==> src/rtl/addsub_serial_mag.sv <==
// rtl/addsub_serial_mag.sv - digit-serial add/subtract unit with sign-magnitude result
// Subtraction adds the inverted B with carry-in 1; a missing final carry means a<b and triggers a negate pass.
module addsub_serial_mag #(
    parameter int WIDTH = 8,
    parameter int DIGIT = 4
) (
    input  logic             clk,
    input  logic             rst_n,
    input  logic             in_valid,
    output logic             in_ready,
    input  logic             mode,
    input  logic [WIDTH-1:0] a,
    input  logic [WIDTH-1:0] b,
    output logic             out_valid,
    input  logic             out_ready,
    output logic [WIDTH-1:0] result,
    output logic             flag,
    output logic             busy
);

    localparam int NDIG  = WIDTH / DIGIT;
    localparam int CNT_W = (NDIG > 1) ? $clog2(NDIG) : 1;

    generate
        if (WIDTH % DIGIT != 0) begin : g_bad_digit
            $error("WIDTH must be a multiple of DIGIT");
        end
    endgenerate

    typedef enum logic [1:0] {S_IDLE, S_RUN, S_NEG, S_DONE} state_t;

    state_t             state;
    logic [WIDTH-1:0]   a_r;
    logic [WIDTH-1:0]   b_r;
    logic [WIDTH-1:0]   acc;
    logic               mode_r;
    logic               carry;
    logic [CNT_W-1:0]   digit_cnt;

    logic [DIGIT-1:0]       op_a;
    logic [DIGIT-1:0]       op_b;
    logic [DIGIT:0]         dsum;
    logic [WIDTH+DIGIT-1:0] acc_cat;
    logic [WIDTH-1:0]       acc_next;
    logic                   last_dig;

    // acc is a rotating shift register: each new digit enters at the top, so
    // after NDIG steps every digit is back in its natural position.
    always_comb begin
        op_a = a_r[DIGIT-1:0];
        op_b = b_r[DIGIT-1:0] ^ {DIGIT{mode_r}};
        if (state == S_NEG) begin
            op_a = ~acc[DIGIT-1:0];
            op_b = '0;
        end
        dsum     = {1'b0, op_a} + {1'b0, op_b} + {{DIGIT{1'b0}}, carry};
        acc_cat  = {dsum[DIGIT-1:0], acc};
        acc_next = acc_cat[WIDTH+DIGIT-1:DIGIT];
        last_dig = (digit_cnt == CNT_W'(NDIG - 1));
    end

    assign result = acc;

    always_ff @(posedge clk or negedge rst_n) begin
        if (!rst_n) begin
            state     <= S_IDLE;
            in_ready  <= 1'b1;
            out_valid <= 1'b0;
            busy      <= 1'b0;
            flag      <= 1'b0;
            acc       <= '0;
            a_r       <= '0;
            b_r       <= '0;
            mode_r    <= 1'b0;
            carry     <= 1'b0;
            digit_cnt <= '0;
        end else begin
            case (state)
                S_IDLE: begin
                    if (in_valid) begin
                        a_r       <= a;
                        b_r       <= b;
                        mode_r    <= mode;
                        carry     <= mode;
                        digit_cnt <= '0;
                        state     <= S_RUN;
                        in_ready  <= 1'b0;
                        busy      <= 1'b1;
                    end
                end
                S_RUN: begin
                    acc       <= acc_next;
                    a_r       <= a_r >> DIGIT;
                    b_r       <= b_r >> DIGIT;
                    carry     <= dsum[DIGIT];
                    digit_cnt <= digit_cnt + CNT_W'(1);
                    if (last_dig) begin
                        digit_cnt <= '0;
                        if (!mode_r) begin
                            flag      <= dsum[DIGIT];
                            state     <= S_DONE;
                            out_valid <= 1'b1;
                        end else if (dsum[DIGIT]) begin
                            flag      <= 1'b0;
                            state     <= S_DONE;
                            out_valid <= 1'b1;
                        end else begin
                            flag  <= 1'b1;
                            carry <= 1'b1;
                            state <= S_NEG;
                        end
                    end
                end
                S_NEG: begin
                    acc       <= acc_next;
                    carry     <= dsum[DIGIT];
                    digit_cnt <= digit_cnt + CNT_W'(1);
                    if (last_dig) begin
                        digit_cnt <= '0;
                        state     <= S_DONE;
                        out_valid <= 1'b1;
                    end
                end
                S_DONE: begin
                    if (out_ready) begin
                        state     <= S_IDLE;
                        out_valid <= 1'b0;
                        busy      <= 1'b0;
                        in_ready  <= 1'b1;
                    end
                end
                default: state <= S_IDLE;
            endcase
        end
    end

endmodule
==> config.mk <==
export PLATFORM = sky130hd
export DESIGN_NAME = addsub_serial_mag
export DESIGN_NICKNAME = d
export VERILOG_FILES = /design/src/rtl/addsub_serial_mag.sv
export SDC_FILE = /design/constraint.sdc
export NUM_CORES = 1
export LEC_CHECK = 0
export BUFFER_PORTS_ARGS = -buffer_cell sky130_fd_sc_hd__buf_2
export CAP_MARGIN = 10
export CELL_PAD_IN_SITES_DETAIL_PLACEMENT = 2
export CELL_PAD_IN_SITES_GLOBAL_PLACEMENT = 2
export CORE_ASPECT_RATIO = 0.75
export CORE_MARGIN = 2
export CORE_UTILIZATION = 34
export CTS_CLUSTER_SIZE = 24
export DETAILED_ROUTE_END_ITERATION = 16
export HOLD_SLACK_MARGIN = 0.05
export PLACE_DENSITY_LB_ADDON = 0.1
export SYNTH_ARGS = -nofsm -noshare
export SYNTH_HDL_FRONTEND = slang
export SYNTH_SLANG_ARGS = --single-unit
==> constraint.sdc <==
create_clock -name clk -period 3.5 [get_ports clk]
set_clock_uncertainty 0.1 [all_clocks]
set_input_delay 0.7 -clock clk [delete_from_list [all_inputs] [get_ports clk]]
set_output_delay 0.7 -clock clk [all_outputs]
set_load 0.03 [all_outputs]
# After elaboration in Yosys (flattened, before gate mapping)
# Index checks and enable logic that the tools add are counted.
[word_totals]
register_bits = 33
input_bits = 21
output_inout_bits = 12
word_cells = 71
[op_classes]
n_addsub = 3
eq_ne = 8
n_mux = 32
n_bitwise = 2
n_reduce_logical = 15
[ops]
columns = ["cell", "n"]
rows = [
  ["one-hot mux 8 bit (2 select lines)", 2],
  ["two-way mux 1 bit", 16],
  ["two-way mux 8 bit", 2],
  ["AND reduction 2 bit", 5],
  ["two-way mux 2 bit", 4],
  ["two-way mux 4 bit", 2],
  ["inequality test 2 bit (second input constant)", 4],
  ["one-hot mux 2 bit (4 select lines)", 1],
  ["one-hot mux 1 bit (2 select lines)", 3],
  ["one-hot mux 1 bit (3 select lines)", 2],
  ["nonzero test 2 bit", 3],
  ["nonzero test 3 bit", 2],
  ["adder 4 x 4 -> 5 bit", 1],
  ["adder 5 x 1 -> 5 bit", 1],
  ["AND reduction 5 bit", 1],
  ["== test 2 bit (second input constant)", 2],
  ["NOT 4 bit", 1],
  ["AND reduction 4 bit", 1],
  ["XOR 4 bit", 1],
  ["inequality test 3 bit (second input constant)", 1],
  ["AND reduction 3 bit", 1],
  ["== test 2 x 1 -> 1 bit (second input constant)", 1],
  ["logical NOT 2 bit", 1],
  ["OR reduction 2 bit", 1],
  ["adder 1 bit (second input constant)", 1],
]

# Longest topological paths before layout
# Gate-level depths: netlist (run 1).
[logic_depth]
depth_word = 8
mapped_depth = 12
mapped_depth_nobuf = 11

# Worst setup path after synthesis (run 1)
# No wires, ideal clock.
[synth_path]
path_kind = "register to register"
start = "reg state[0]"
end = "reg carry"
setup_time_ns = 0.126
arrival_time_ns = 2.517
required_ns = 3.274
path_slack_ns = 0.757
stages_incl_launch_ff = 13
n_path_buf = 1
period_less_slack_ns = 2.743
cell_sequence = "dfrtp_1 inv_1 ha_1 clkbuf_1 nand2_1 o21ai_0 fa_1 inv_1 fa_1 a21o_1 a21oi_2 a21oi_1 o32a_1"
[synth_between]
elab_chain_cells = 7
word_cells_on_any_way = 13
cone_classes = "add/sub (2); eq/ne (3); mux (5); reduce/logical (3)"
[synth_lines]
columns = ["element", "line", "source"]
rows = [
  ["start, declared", "32", "state_t state;"],
  ["start signal, assigned", "66", "state <= S_IDLE;"],
  ["start signal, assigned", "86", "state <= S_RUN;"],
  ["start signal, assigned", "101", "state <= S_DONE;"],
  ["== test 2 bit", "52, 78", ""],
  ["two-way mux 4 bit", "52", "if (state == S_NEG) begin"],
  ["adder 4 x 4 -> 5 bit", "56", "dsum = {1'b0, op_a} + {1'b0, op_b} + {{DIGIT{1'b0}}, carry};"],
  ["adder 5 x 1 -> 5 bit", "56", ""],
  ["two-way mux 1 bit", "99", "if (!mode_r) begin"],
  ["two-way mux 1 bit", "97", "if (last_dig) begin"],
  ["one-hot mux 1 bit (3 select lines)", "78", "case (state)"],
  ["end signal, assigned", "84", "carry <= mode;"],
  ["end signal, assigned", "95", "carry <= dsum[DIGIT];"],
  ["end signal, assigned", "116", "carry <= dsum[DIGIT];"],
  ["end, declared", "37", "logic carry;"],
]
# Parallel ways exist; a longest one is shown, timed or not.
# A chain may end at the register's enable or synchronous reset.

# Worst setup path in the final report (run 1)
# Ends and elaborated chain as after synthesis.

==> flow_summary.json, run 1 <==
{
  "cts_sinks": 33,
  "finalCritPeriodShare_pct": 87.3,
  "period_needed_ps": 3060,
  "die_x_um": 88.1,
  "status": "finished, final reports clean",
  "cp.required_ps": 3570,
  "area_growth_pct": 16.8,
  "layout.cells.non_filler": 292,
  "place.gp.congestion": 0.876,
  "cts.path.max_buffers": 2,
  "dieHeight_um": 67.1,
  "utilization_pct": 42.1,
  "grt_max_degree": 34,
  "ys_types": 36,
  "rr_worst_depth": 11,
  "cp-start-kind": "flip-flop",
  "ir_worst_vdd_mv": 0.494,
  "timing.hold.ws_ps": 382,
  "hold_path_class": "in2async",
  "use_met2_pct": 34.3,
  "relSlewSlack_pct": 48.7,
  "p_per_area_nw_per_um2": 1250,
  "grt_pass1_vias": 1763,
  "worst_pin_slew_ps": 769,
  "rrSetupSlack_ps": 440,
  "post_cts_buffers": 0,
  "nFillCells": 573,
  "synth.area.top_cells": "dfrtp_1 (44%), a21oi_1 (6.4%), o22ai_1 (5.5%)",
  "antennaDiodeCount": 0,
  "p_leak_uw": 0.000970,
  "gr-usage-met1_pct": 24.6,
  "place_inst": 284,
  "hold_viol_final": 0,
  "yosysWarningCount": 0,
  "cts_hold_buf": 0,
  "clkLatencyLatePin_ps": 290,
  "arrival_ps": 3120,
  "ys_ff_latch": 33,
  "cts.clk_slew.worst_paths_ps": 70,
  "io_pins": 33,
  "syn-num-nets": 217,
  "portBuffers": 32,
  "cts_root_buf": "clkbuf_8",
  "synth_area_um2": 1800,
  "synth.avg_cell_area_um2": 9.65,
  "cts_tree": "built",
  "wl_um": 5050,
  "maxCapViolCount": 0,
  "antenna_found_initial": 0,
  "via_count": 1519,
  "yosysTopAreaCell": "dfrtp_1",
  "fmax_ghz": 0.327,
  "tns_ps": 0,
  "drtIter0Drc": 41,
  "grtUsageMet3_pct": 3.84,
  "worst-setup-path-type": "reg2reg",
  "finalSetupViolCount": 0,
  "hpwl_um": 3710,
  "crit_path_max_fanout": 12,
  "ys_async_sr_fraction_pct": 100,
  "fp-row-count": 22,
  "maxSlewViolCount": 0,
  "rsz0062_at_grt": "no",
  "synth-seq-area-share_pct": 45.8,
  "via_per_inst": 5.20,
  "ant_nets": 0,
  "htree_levels": 2,
  "ctsResizeCount": 0,
  "core_um2": 5010,
  "wire_per_inst_um": 17.3,
  "synth_cells": 187,
  "start_util_pct": 36.0,
  "endpoint_kind": "flip-flop",
  "grt_pass1_wl_um": 8760,
  "drtPass1Iterations": 4,
  "overflow": 0,
  "synth_top_area_share_pct": 44.4,
  "multiInputGateArea_um2": 887,
  "gr-max-usage-layer": "met2",
  "grt_usage_pct": 19.5,
  "drive_gt1_share_pct": 21.8,
  "cts_buffers": 5,
  "dieArea_um2": 5910,
  "ff_latch_area_um2": 827,
  "fin_nets": 249,
  "synth_edf_count": 0,
  "synth-main-ff-cell": "dfrtp_1",
  "drc": 0
}
## sequential cells by signal, indices dropped and copies added, names as in the netlist
register	count
out_valid	1
mode_r	1
carry	1
result	8
b_r	8
flag	1
a_r	8
state	2
digit_cnt	1
busy	1
in_ready	1
## power by group
group | internal [uW] | switching [uW] | total (uW)
Clock | 137 | 153 | 291
Combinational | 647 | 949 | 1600
Sequential | 575 | 162 | 737
Total | 1360 | 1260 | 2620
## cell type report
type	instances	area share [%]
well taps	72	4.28
flip-flops and latches	33	39.3
multi-input cells	134	42.1
clock inverters	3	0.831
clock buffers	5	3.27
inverters	11	1.96
repair buffers	34	8.31
## per-stage QoR
step           area [um^2]  worst slack, ps  total power, uW
2_1_floorplan         1800              757             1910
3_3_place_gp          2020              672             2250
3_5_place_dp          2020              508             2350
4_1_cts               2110              479             2660
5_1_grt               2110              227             2880
6_report              2110              444             2620
## synthesized netlist by cell type (2+ instances only)
library cell and n:
buf_2 6, mux2i_1 5, nor2_1 8, xor2_1 2, ha_1 7, mux2_1 5, nor2b_1 11, xnor2_1 4
o21ai_0 5, dfrtp_1 32, buf_4 2, a21oi_1 23, nand2_2 2, nand2_1 15, nand2b_1 4, o21ai_1 10
fa_1 2, o22ai_1 16, nand3_1 2, inv_1 10
## logic make-up after synthesis
group	synth area share (%)
mux	6.52
xor+xnor	2.91
compound gates	20.7
flops	45.8
fa+ha+maj	7.07
buf+inv	4.99
simple gates	11.9
## critical path, stage by stage, from the launching register on
cell	delay (ps)
dfrtp_1	430
inv_1	170
ha_1	450
nand2_1	100
o21ai_0	130
fa_1	230
inv_1	50
fa_1	400
a21o_1	190
a21oi_2	260
a21oi_1	110
o32a_1	300
## placed cells by master (no fill, tap or decap), drive strengths merged
master	count
buf	34
dfrtp	32
a21oi	24
nand2	17
o22ai	16
o21ai	15
nor2b	11
inv	11
nor2	8
ha	7
mux2	6
mux2i	5
clkbuf	5
xnor2	4
nand2b	4
xor2	2
nand3	2
fa	2
clkinv	2
a21o	1
o21bai	1
a311oi	1
a22o	1
and2	1
o32a	1
o21a	1
or3	1
a31o	1
a211oi	1
a211o	1
clkinvlp	1
dfstp	1
## routing by layer
metal  vias up  part of all wire, %
li1        718                    -
met1       772                   46
met2        25                   50
met3         4                  2.7
met4         0                 0.75
met5         -                    0
## worst paths after layout
| check | from | endpoint |
|---|---|---|
| worst max-delay path | state[0]$_DFFE_PN0P_ | carry$_DFFE_PN0P_ |
| worst min-delay path | rst_n | result[6]$_DFFE_PN0N_ |
| worst max register to register | state[0]$_DFFE_PN0P_ | carry$_DFFE_PN0P_ |
| worst min register to register | flag$_DFFE_PN0P_ | flag$_DFFE_PN0P_ |
| max in group asynchronous | rst_n | carry$_DFFE_PN0P_ |
| min in group clk | flag$_DFFE_PN0P_ | flag$_DFFE_PN0P_ |
Note: power is estimated with default switching activity, not from simulation.
==> run 2, diff against run 1 <==
--- a/config.mk
+++ b/config.mk
@@ -5,13 +5,14 @@
 export SDC_FILE = /design/constraint.sdc
 export NUM_CORES = 1
 export LEC_CHECK = 0
+export ABC_AREA = 1
 export BUFFER_PORTS_ARGS = -buffer_cell sky130_fd_sc_hd__buf_2
 export CAP_MARGIN = 10
 export CELL_PAD_IN_SITES_DETAIL_PLACEMENT = 2
 export CELL_PAD_IN_SITES_GLOBAL_PLACEMENT = 2
 export CORE_ASPECT_RATIO = 0.75
 export CORE_MARGIN = 2
-export CORE_UTILIZATION = 34
+export CORE_UTILIZATION = 31
 export CTS_CLUSTER_SIZE = 24
 export DETAILED_ROUTE_END_ITERATION = 16
 export HOLD_SLACK_MARGIN = 0.05
==> run 2 against run 1 <==
Compared with the run above: register-to-register slack gained 560 ps; synthesized area shrank 3.1%; global-route usage shrank 2.3 points; final cell count grew 12%; clock-buffer cell count grew 2; synthesized cell count grew 17%; non-clock buffer count is the same; sequential cell count is the same; critical endpoint is now out_valid$_DFFE_PN0P_; highest routed layer unchanged.
==> flow_summary.json, run 2 <==
{
  "io_pins": 33,
  "synth-main-ff-cell": "dfrtp_1",
  "grt_max_degree": 34,
  "ant_nets": 0,
  "synth-seq-area-share_pct": 47.3,
  "area_growth_pct": 18.2,
  "hold_path_class": "in2async",
  "dieArea_um2": 6270,
  "crit_start": "state[0]$_DFFE_PN0P_",
  "ys_async_sr_fraction_pct": 100,
  "fmax_ghz": 0.401,
  "ys_types": 22,
  "yosysWarningCount": 0,
  "synth_cells": 219,
  "synth.avg_cell_area_um2": 7.99,
  "antenna_found_initial": 0,
  "ys_ff_latch": 33,
  "maxCapViolCount": 0,
  "cts.path.max_buffers": 2,
  "fin_nets": 283,
  "arrival_ps": 2570,
  "yosysTopAreaCell": "dfrtp_1",
  "finalSetupViolCount": 0,
  "period_needed_ps": 2490,
  "overflow": 0,
  "tns_ps": 0,
  "status": "finished, final reports clean",
  "post_cts_buffers": 0,
  "drtPass1Iterations": 4,
  "worst-setup-path-type": "reg2reg",
  "syn-num-nets": 249,
  "antennaDiodeCount": 0,
  "via_per_inst": 4.73,
  "cts_root_buf": "clkbuf_8",
  "die_x_um": 90.7,
  "core_um2": 5380,
  "portBuffers": 32,
  "grt_usage_pct": 17.3,
  "place.gp.congestion": 0.809,
  "rsz0062_at_grt": "no",
  "drive_gt1_share_pct": 17.8,
  "ys_top_cells_by_count": "nand2_1 (60), dfrtp_1 (32), inv_1 (28), o21ai_0 (28), nand3_1 (16)",
  "place_inst": 321,
  "via_count": 1553,
  "placed_area_um2": 1980,
  "synth_area_um2": 1750,
  "hpwl_um": 3720,
  "finalCritPeriodShare_pct": 71.2,
  "final_common_cell": "nand2_1",
  "cts_sinks": 33,
  "grt_pass1_vias": 1710,
  "layout_setup_ws_ps": 1010,
  "multiInputGateArea_um2": 777,
  "design_area_um2": 2070,
  "timing.rr.start": "state[0]$_DFFE_PN0P_",
  "synth.area.top_cells": "dfrtp_1 (46%), nand2_1 (13%), o21ai_0 (8.0%)",
  "fp-row-count": 23,
  "relSlewSlack_pct": 47.8,
  "maxSlewViolCount": 0,
  "wl_um": 4900,
  "cp.required_ps": 3580,
  "crit_path_max_fanout": 5,
  "synth_top_area_share_pct": 45.8,
  "cts_hold_buf": 0,
  "endpoint_kind": "flip-flop",
  "worst_pin_slew_ps": 782,
  "yosysMostFrequentCell": "nand2_1",
  "htree_levels": 2,
  "layout.cells.non_filler": 328,
  "layout_common_cells": "nand2_1 (60), dfrtp_1 (32), buf_2 (32)",
  "nFillCells": 664,
  "ff_latch_area_um2": 827,
  "cts.clk_slew.worst_paths_ps": 70,
  "cts_buffers": 5,
  "ctsResizeCount": 0,
  "grt_pass1_wl_um": 8500,
  "drc": 0,
  "dieHeight_um": 69.1,
  "pre_cts_slack_ps": 1010,
  "cp-start-kind": "flip-flop",
  "start_util_pct": 32.5,
  "drtIter0Drc": 45,
  "synth_edf_count": 0,
  "wire_per_inst_um": 14.9,
  "cts_tree": "built",
  "hold_viol_final": 0,
  "clkLatencyLatePin_ps": 290
}
[run 2: area by class of cell]
cell class	instances	area share, %
Inverter	29	5.26
Clock buffer	7	4.17
Timing Repair Buffer	34	8.47
Tap cell	75	4.54
Sequential cell	33	40.0
Multi-Input combinational cell	150	37.6
[run 2: per-layer routing]
layer  track usage (%)  up-vias  wire (um)
li1                  -      770          -
met1              23.4      757       2440
met2              27.1       19       2230
met3              4.15        7        155
met4              5.64        0         68
met5                 0        -          0
[run 2: kinds of logic after synthesis]
kind of cell	count (synthesis)	synth area share (%)
compound gates	49	15.7
fa+ha+maj	9	7.30
buf+inv	36	8.30
flops	33	47.3
simple gates	92	21.4
[run 2: critical path, cell delays in order (launching register included)]
cell and delay, ps:
dfrtp_1 440, inv_1 90, ha_1 240, a21oi_1 130, o21ai_0 140, fa_1 390, inv_1 100, fa_1 220
nand2_1 80, nand2_1 100, nand2_1 70, nand3_1 90, nand2_1 70, nand2_1 70, nand2_1 50
[run 2: worst paths after layout]
| check | endpoint | slack, ps | depth (start not counted) |
|---|---|---|---|
| worst max-delay path | out_valid$_DFFE_PN0P_ | 1010 | 14 |
| min in group clk | flag$_DFFE_PN0P_ | 390 | 2 |
| max in group asynchronous | result[6]$_DFFE_PN0N_ | 2420 | 1 |
| worst min-delay path | b_r[4]$_DFFE_PN0P_ | 380 | 1 |
| worst max register to register | out_valid$_DFFE_PN0P_ | 1010 | 14 |
| worst min register to register | flag$_DFFE_PN0P_ | 390 | 2 |
[run 2: metrics by stage]
stage | hold WS [ps] | util [%]
final | 384 | 38.4
after global routing | 426 | 38.4
after detailed placement | 374 | 36.8
after CTS | 390 | 38.4
after global placement | 370 | 36.8
after floorplan | 304 | -
Power of run 2 is left out: the tool's default activity adds up to more than one toggle a clock period on the data nets, which glitch-free logic cannot reach.
==> run 3, diff against run 2 <==
==> constraint.sdc (replaced) <==
create_clock -name clk -period 2.6 [get_ports clk]
set_clock_uncertainty 0.1 [all_clocks]
set_input_delay 0.52 -clock clk [delete_from_list [all_inputs] [get_ports clk]]
set_output_delay 0.52 -clock clk [all_outputs]
set_load 0.03 [all_outputs]
==> run 3 against run 2 <==
Compared with the run above: critical path depth is 1 lower; register-to-register slack got worse by 760 ps; wire length rose by 1.7%; setup slack lost 760 ps; die area unchanged; sequential cell count did not move; highest routed layer unchanged.
==> flow_summary.json, run 3 (synthesized netlist as in run 2, its figures left out) <==
{
  "htree_levels": 2,
  "start_util_pct": 32.5,
  "fp-row-count": 23,
  "dieHeight_um": 69.1,
  "die_x_um": 90.7,
  "ant_nets": 0,
  "antenna_found_initial": 0,
  "layout_common_cells": "nand2_1 (60), buf_2 (32), dfrtp_1 (31)",
  "final_common_cell": "nand2_1",
  "cts.path.max_buffers": 2,
  "worst_pin_slew_ps": 797,
  "finalCritPeriodShare_pct": 90.6,
  "fin_nets": 286,
  "via_per_inst": 4.82,
  "cts.clk_slew.worst_paths_ps": 60,
  "place.gp.congestion": 0.814,
  "core_um2": 5380,
  "place_inst": 322,
  "cp.required_ps": 2680,
  "cts_sinks": 33,
  "wire_per_inst_um": 15.1,
  "maxSlewViolCount": 0,
  "grt_max_degree": 34,
  "drtIter0Drc": 71,
  "period_needed_ps": 2350,
  "rrSetupSlack_ps": 250,
  "multiInputGateArea_um2": 779,
  "layout.cells.non_filler": 331,
  "status": "finished, final reports clean",
  "cts_buffers": 5,
  "clkLatencyLatePin_ps": 290,
  "drtPass1Iterations": 4,
  "drc": 0,
  "area_growth_pct": 19.7,
  "grt_pass1_wl_um": 8620,
  "io_pins": 33,
  "fmax_ghz": 0.425,
  "via_count": 1597,
  "ff_latch_area_um2": 828,
  "portBuffers": 32,
  "grt_pass1_vias": 1740,
  "maxCapViolCount": 0,
  "finalSetupViolCount": 0,
  "drive_gt1_share_pct": 19.9,
  "cts_tree": "built",
  "antennaDiodeCount": 0,
  "hold_viol_final": 0,
  "crit_path_max_fanout": 5,
  "endpoint_kind": "flip-flop",
  "cts_root_buf": "clkbuf_8",
  "nFillCells": 662,
  "relSlewSlack_pct": 46.8,
  "wl_um": 4980,
  "dieArea_um2": 6270,
  "cts_hold_buf": 0,
  "overflow": 0,
  "crit_start": "state[0]$_DFFE_PN0P_",
  "hold_path_class": "in2async",
  "worst-setup-path-type": "reg2reg",
  "arrival_ps": 2430,
  "grt_usage_pct": 17.4,
  "hpwl_um": 3670,
  "timing.rr.start": "state[0]$_DFFE_PN0P_",
  "cp-start-kind": "flip-flop"
}
run 3: cell types whose count changed in the layout (fill, tap and decap cells not counted):
| cell | previous run | this run |
|---|---|---|
| fa_1 | 2 | 1 |
| buf_4 | 2 | 5 |
| inv_1 | 28 | 27 |
| o21ai_1 | 0 | 1 |
| dfrtp_1 | 32 | 31 |
| dfrtp_2 | 0 | 1 |
| o21ai_0 | 28 | 27 |
| fa_2 | 0 | 1 |
| inv_2 | 1 | 2 |
run 3: layer usage:
layer / global-route usage [%] / share of wire (%) / vias up
met3: 3.39 / 2.7 / 8
met1: 23.2 / 49 / 786
met5: 0 / 0 / -
met2: 28.6 / 47 / 25
li1: - / - / 778
met4: 5.64 / 1.4 / 0
run 3: final cells by class:
cell class              instances  share of cell area (%)
clock buffers                   7                    4.12
inverters                      29                    5.20
multi-input cells             150                    37.2
flip-flops and latches         33                    39.5
well taps                      75                    4.48
repair buffers                 37                    9.44
run 3: worst paths after layout:
kind	to	cells past startpoint
max	out_valid$_DFFE_PN0P_	13
min	b_r[4]$_DFFE_PN0P_	1
max reg2reg	out_valid$_DFFE_PN0P_	13
min reg2reg	flag$_DFFE_PN0P_	2
max in group asynchronous	state[0]$_DFFE_PN0P_	1
min in group clk	a_r[6]$_DFFE_PN0P_	3
run 3: timing repair:
item | CTS | global route
hold endpoints to repair | 0 | 0
endpoints found under the setup margin | 0 | 5
setup buffers | 0 | 2
resized for setup | 0 | 4
run 3: stage by stage:
stage / setup TNS, ps / util, % / setup slack [ps] / hold WS (ps) / cell area [um^2]
final: 0 / 38.9 / 246 / 215 / 2090
after CTS: 0 / 38.6 / 134 / 235 / 2080
after floorplan: 0 / - / 337 / 124 / 1750
after global placement: 0 / 37.0 / 277 / 367 / 1990
after global routing: -16.3 / 38.9 / -16.3 / 267 / 2090
after detailed placement: 0 / 37.0 / 143 / 371 / 1990
run 3: critical path: stages (launching register included):
cell	delay [ps]
dfrtp_2	440
inv_1	110
ha_1	230
o21ai_0	150
fa_1	410
inv_1	100
fa_2	220
nand2_1	70
nand2_1	90
nand2_1	70
nand3_1	90
nand2_1	50
nand2_1	60
nand2_1	50
Power of run 3 is left out for the same reason.
